===== src/rtl/frame_stream_tx.sv =====
// Transmit sequencer: streams one control word, 9 kernel weights and N*N pixels
// from a synchronous-read buffer onto the 64-bit conv input stream.
//
// state  | meaning
// IDLE   | waiting for a start with a legal size
// CTRL   | control word on the bus, first weight read issued
// WGT    | 9 weight words, reads issued one ahead
// PIX    | N*N pixel words placed in the selected 16-bit lane
// WAIT   | bus idle until the convolution side reports done
module frame_stream_tx #(
  parameter int ADDR_W   = 18,
  parameter int WGT_BASE = 0,
  parameter int IMG_BASE = 16
) (
  input  logic              clk,
  input  logic              rst,
  input  logic              i_start,
  input  logic [8:0]        i_img_size,
  input  logic [1:0]        i_img_dim,
  output logic              o_busy,
  output logic              o_mem_rd,
  output logic [ADDR_W-1:0] o_mem_addr,
  input  logic [63:0]       i_mem_data,
  output logic [63:0]       o_data,
  output logic              o_chip_en,
  input  logic              i_done,
  output logic              o_frame_done
);

  typedef enum logic [2:0] {S_IDLE, S_CTRL, S_WGT, S_PIX, S_WAIT} state_t;

  state_t      state, state_nx;
  logic [8:0]  n_q;
  logic [1:0]  dim_q;
  logic [17:0] cnt_q, cnt_nx;
  logic [17:0] last_q;
  logic [17:0] n_sq;
  logic [63:0] pix_word;
  logic        size_ok;
  logic        accept;

  assign size_ok = (i_img_size >= 9'd3) && (i_img_size <= 9'd416);
  assign accept  = (state == S_IDLE) && i_start && size_ok;
  assign n_sq    = {9'b0, i_img_size} * {9'b0, i_img_size};
  assign o_busy  = (state != S_IDLE);

  // Pixel lands in lane dim; all other bits of the word are forced to zero.
  assign pix_word = {48'b0, i_mem_data[15:0]} << {dim_q, 4'b0000};

  always_ff @(posedge clk or negedge rst) begin
    if (!rst) begin
      state  <= S_IDLE;
      cnt_q  <= '0;
      n_q    <= '0;
      dim_q  <= '0;
      last_q <= '0;
    end else begin
      state <= state_nx;
      cnt_q <= cnt_nx;
      if (accept) begin
        n_q    <= i_img_size;
        dim_q  <= i_img_dim;
        last_q <= n_sq - 18'd1;
      end
    end
  end

  always_comb begin
    state_nx     = state;
    cnt_nx       = cnt_q;
    o_data       = '0;
    o_chip_en    = 1'b0;
    o_mem_rd     = 1'b0;
    o_mem_addr   = '0;
    o_frame_done = 1'b0;
    case (state)
      S_IDLE: begin
        cnt_nx = '0;
        if (accept) state_nx = S_CTRL;
      end
      S_CTRL: begin
        o_data     = {53'b0, n_q, dim_q};
        o_chip_en  = 1'b1;
        o_mem_rd   = 1'b1;
        o_mem_addr = ADDR_W'(WGT_BASE);
        cnt_nx     = '0;
        state_nx   = S_WGT;
      end
      S_WGT: begin
        o_data   = i_mem_data;
        o_mem_rd = 1'b1;
        if (cnt_q == 18'd8) begin
          o_mem_addr = ADDR_W'(IMG_BASE);
          cnt_nx     = '0;
          state_nx   = S_PIX;
        end else begin
          o_mem_addr = ADDR_W'(WGT_BASE) + ADDR_W'(cnt_q) + ADDR_W'(1);
          cnt_nx     = cnt_q + 18'd1;
        end
      end
      S_PIX: begin
        o_data = pix_word;
        if (cnt_q == last_q) begin
          cnt_nx   = '0;
          state_nx = S_WAIT;
        end else begin
          o_mem_rd   = 1'b1;
          o_mem_addr = ADDR_W'(IMG_BASE) + ADDR_W'(cnt_q) + ADDR_W'(1);
          cnt_nx     = cnt_q + 18'd1;
        end
      end
      S_WAIT: begin
        // Done pulse shares the acceptance cycle; busy drops with the IDLE entry.
        if (i_done) begin
          o_frame_done = 1'b1;
          state_nx     = S_IDLE;
        end
      end
      default: state_nx = S_IDLE;
    endcase
  end

endmodule

===== config.mk =====
export PLATFORM = sky130hd
export DESIGN_NAME = frame_stream_tx
export DESIGN_NICKNAME = d
export VERILOG_FILES = /design/src/rtl/frame_stream_tx.sv
export SDC_FILE = /design/constraint.sdc
export NUM_CORES = 1
export LEC_CHECK = 0
export ABC_AREA = 1
export CAP_MARGIN = 20
export CORE_UTILIZATION = 23
export CTS_BUF_LIST = sky130_fd_sc_hd__clkbuf_16
export CTS_CLUSTER_SIZE = 28
export DETAILED_ROUTE_END_ITERATION = 12
export PLACE_DENSITY_LB_ADDON = 0.08
export SYNTH_ARGS = -nofsm -noshare
export SYNTH_HDL_FRONTEND = slang
export SYNTH_SLANG_ARGS = --single-unit

===== constraint.sdc =====
create_clock -name clk -period 3.52 [get_ports clk]
set_input_delay 0.704 -clock clk [delete_from_list [all_inputs] [get_ports clk]]
set_output_delay 0.704 -clock clk [all_outputs]
set_load 0.02 [all_outputs]

After elaboration in Yosys (flattened, before gate mapping). Cells that the tools add are included.

Shift operators: 1. Eq/ne operators: 10. $lt $le $gt $ge: 2. $mul: 1. Add/sub/neg operators: 4. Multiplexer cells: 17. Reductions and logical operators: 9.

Operator list (count): $pmux 64 s3 (1); $mux 18 (4); $shl 16x6->64 (1); $pmux 18 s3 (1); $add 18x1->18 const B (2); $pmux 18 s2 (1); $add 5x18->18 const A (1); $eq 18x18->1 (1); $eq 18x4->1 const B (1); $mul 9x9->18 (1); $sub 18x1->18 const B (1); $pmux 3 s5 (1); $mux 3 (4); $ge 9x2->1 const B (1); $le 9x9->1 const B (1); $ne 2x2->1 const B (4); $eq 3x2->1 const B (2); $reduce_bool 3->1 (2); $mux 1 (4); $reduce_and 4->1 (1); $reduce_or 2->1 (2); $eq 3x1->1 const B (1); $eq 3x3->1 const B (1); $logic_and 1x1->1 (3); 2 further kinds (2).

Bits of input ports: 79. Flip-flop bits (word level): 50. Output and inout port bits: 86. Word-level logic and storage cells: 49.

Depth between registers and ports, before layout.
Depth after elaboration: 5. Depth in mapped cells: 22. Depth with buffers taken out: 21.

Least setup slack after synthesis. Ideal clock, no wire load.

Path kind: input to register. Start point: input port i_img_size[6]. End point: register last_q[15]. Cell stages on the path: 18. Data required time: 3403 ps. Slack: -1418 ps. Arrival time: 4820 ps. Cell sequence: clkbuf_1 nand2_1 fa_1 fa_1 inv_1 fa_1 fa_1 inv_1 fa_1 inv_1 ha_1 a21o_1 a21oi_1 nor2_1 nor3_1 nand3b_1 nand3_1 nand2_1.

Cells in the longest elaborated chain, start to end: 3. Elaborated cells on any way between the ends: 6.

Ends and longest elaborated chain: start, declared (line 18) `input logic [8:0] i_img_size,`; parallel branches: the longest is 3 deep, another holds $mul 9x9->18; end signal, assigned (line 63) `last_q <= n_sq - 18'd1;`; end, declared (line 36) `logic [17:0] last_q;`.

Several ways; the timed one is not identified. A chain may end at the register's enable or synchronous reset.

Final worst setup path.
Start point: input port i_img_size[2]. End point: register last_q[15].

The elaborated chain is that of the path after synthesis.

==> qor.yml <==
vias: 6905
ios: 165
avgSynthCellArea_um2: 6.94
period_share_pct: 126
worstSetupStartpointType: "primary input"
synth_nets: 1118
vias_per_cell: 4.41
max_cap_viol_count: 0
power.density_nw_per_um2: 505
grt_pass1_vias: 6868
dr.max_layer_used: "met5"
drtIter0Drc: 292
port_buffers: 164
final_cells: 1565
remaining_drc_errors: 0
cpMaxStageDelayCell: "fa_1"
cts.sinks: 49
die-area_um2: 29300
critPathBufInv: 5
status: "finished with violations"
final_util_pct: 36.1
syn-cell-area_um2: 6580
fin_crit_ns: 4.44
drt-total-wl_mm: 23.8
core_um2: 27900
clkPwrFrac_pct: 9.8
fin_total_pwr_w: 0.00508
hold_viol: 0
ys.flop_type: "dfrtp_1"
critical-path-top-delay-family: "adder cells"
postSynthCellCount: 948
p_switching_w: 0.00216
holdBufCountCts: 0
cp.arrival_ns: 4.68
ant_nets: 0
peakVddDrop_mv: 0.400
dr_wl_met3_mm: 1.16
crit_top_cell: "fa_1"
cts_tree: "done"
nets: 1356
worstSetupEndpointType: "flip-flop"
synth-seq-area-share_pct: 18.6
stdcell_area_um2: 10100
intPower_w: 0.00292
yosysTopAreaCell: "dfrtp_1"
gp_congestion: 0.828
p_sw_share_pct: 42.5
worstMarginPinSlew_ns: 0.628
area_growth_pct: 53.1
met1_length_mm: 10.9
fillers: 3023
dpl.cell_count: 1536
routedWlPerCell_um: 15.2
clk_path_buf_depth: 2
drive_gt1_share_pct: 21.7
crit_required_ns: 3.76
die_x_um: 171
grt_pass1_wl_mm: 37.5
path_clk_slew_ns: 0.08
dp_hpwl_mm: 19.3
dpl_cell_area_um2: 9320
relSlewSlack_pct: 58.2
mostFrequentLayoutCell: "nand2_1"
synth_edf_count: 0
finalClockSkew_ns: 0.0107
violations: "setup timing"
ctsRootBufferMaster: "clkbuf_16"
ys_top_cells_by_area: "dfrtp_1 19%, nand2_1 14%, fa_1 13%, ha_1 9.1%, inv_1 8.8%"
antenna_found_initial: 1
crit_fanout: 4
place_ws_ns: -1.76
clk-insertion-delay-late_ns: 0.30
maxSlewViolCount: 0
seqPwrFrac_pct: 11.1
wl_met2_mm: 11.5
layout_common_cells: "230 x nand2_1, 152 x clkdlybuf4s50_1, 137 x inv_1, 87 x buf_4, 57 x o21ai_0"
yosysUniqueCellTypes: 41
fmax_ghz: 0.225
synth_top_area_share_pct: 18.6
rrSetupSlack_ns: 1.35
setup_viol: 12
synth_seq_cells: 49
num_rows: 61
min_path_type: "in2async"
max_stage_delay_ns: 0.56
insertedDiodeCount: 0
worst_slack_ns: -0.916
leakage_nw: 4.67
worstSetupPathType: "in2reg"
cts_buffers: 5
grt_usage_pct: 16.5
grt-ovfl-total: 0
combinationalPowerShare_pct: 79.1
start_util_pct: 23.6
synthArstFlopShare_pct: 100
path_cells: "buf_12 -> buf_12 -> nand2_4 -> fa_1 -> fa_1 -> inv_1 -> fa_1 -> fa_1 -> inv_2 -> fa_1 -> inv_2 -> ha_4 -> a21o_1 -> a21oi_2 -> nor2_1 -> nor3_2 -> nand2_1 -> nand2_1 -> nand3_1 -> nand2_1"
drt-pass1-iter-count: 5
die_height_um: 171
rsz0062_at_grt: "true"
yosys_warnings: 0
grt_max_degree: 52
htreeDepth: 2
-- kinds of logic after synthesis --
kind of cell	synth area share, %
and+or+nand+nor	26.0
xor gates and xnor gates	4.79
DFF	18.6
other	0.0570
adders and majority gates	22.2
AOI/OAI and AO/OA	14.8
buffers and inverters	13.5
-- Yosys cell counts, types with 4 or more instances --
library cell	n
o22ai_2	7
xnor2_1	16
nor2_1	55
inv_2	16
nor2_2	6
ha_1	48
dfrtp_1	49
nor3_1	12
o21ai_1	12
nand4_1	15
nand3_1	40
nand3b_1	5
inv_1	155
nand2_1	249
o21ai_0	63
nand2_2	5
buf_4	7
fa_1	43
clkbuf_1	17
o22ai_1	21
buf_2	12
o211ai_1	7
o31ai_1	11
a21oi_1	21
xor2_1	20
a21o_1	4
o221ai_1	7
buf_6	6
-- final timing paths --
kind	start	to	cells after the start
min in group clk	n_q[1]	n_q[1]	2
max in group asynchronous	rst	n_q[5]	2
max reg2reg	cnt_q[0]	cnt_q[10]	10
max	i_img_size[2]	last_q[15]	20
min reg2reg	n_q[1]	n_q[1]	2
min	rst	cnt_q[0]	1
-- flip-flops by register name (all words and copies together), names as in the netlist --
signal	flops
cnt_q	18
last_q	17
n_q	9
state	3
dim_q	2
-- what timing repair did --
item | CTS | global route
gates resized for setup | 82 | 65
setup buffers | 11 | 17
setup endpoints to repair | 15 | 21
pin swaps | 42 | 53
-- layer usage --
metal  vias up  GRT usage, %
met1      3236          21.1
li1       3500             -
met5         -             0
met4         2          3.45
met2       153          29.1
met3        14          2.34
-- power by group through the flow --
stage / combinational (W) / sequential [W] / clock, W
2_1_floorplan: 0.00203 / 0.000574 / 0
3_3_place_gp: 0.00320 / 0.000574 / 0
3_5_place_dp: 0.00317 / 0.000574 / 0
4_1_cts: 0.00375 / 0.000562 / 0.000520
5_1_grt: 0.00443 / 0.000562 / 0.000546
6_report: 0.00402 / 0.000562 / 0.000499
-- final cells by class --
cell class	instances	area, µm²	area share [%]
multi-input cells	685	4970	49.3
repair buffers	273	2610	25.9
flip-flops and latches	49	1230	12.2
inverters	172	653	6.48
well taps	378	473	4.70
clock buffers	5	125	1.24
clock inverters	3	17.5	0.174
-- stage by stage --
stage	hold slack (ns)	TNS [ns]
finish	0.288	-9.71
global placement	0.471	-21.02
CTS	0.300	-11.13
floorplan	0.408	-9.75
global route	0.311	-11.34
detailed placement	0.471	-21.22
No activity file was read; power rests on OpenSTA's default activity.
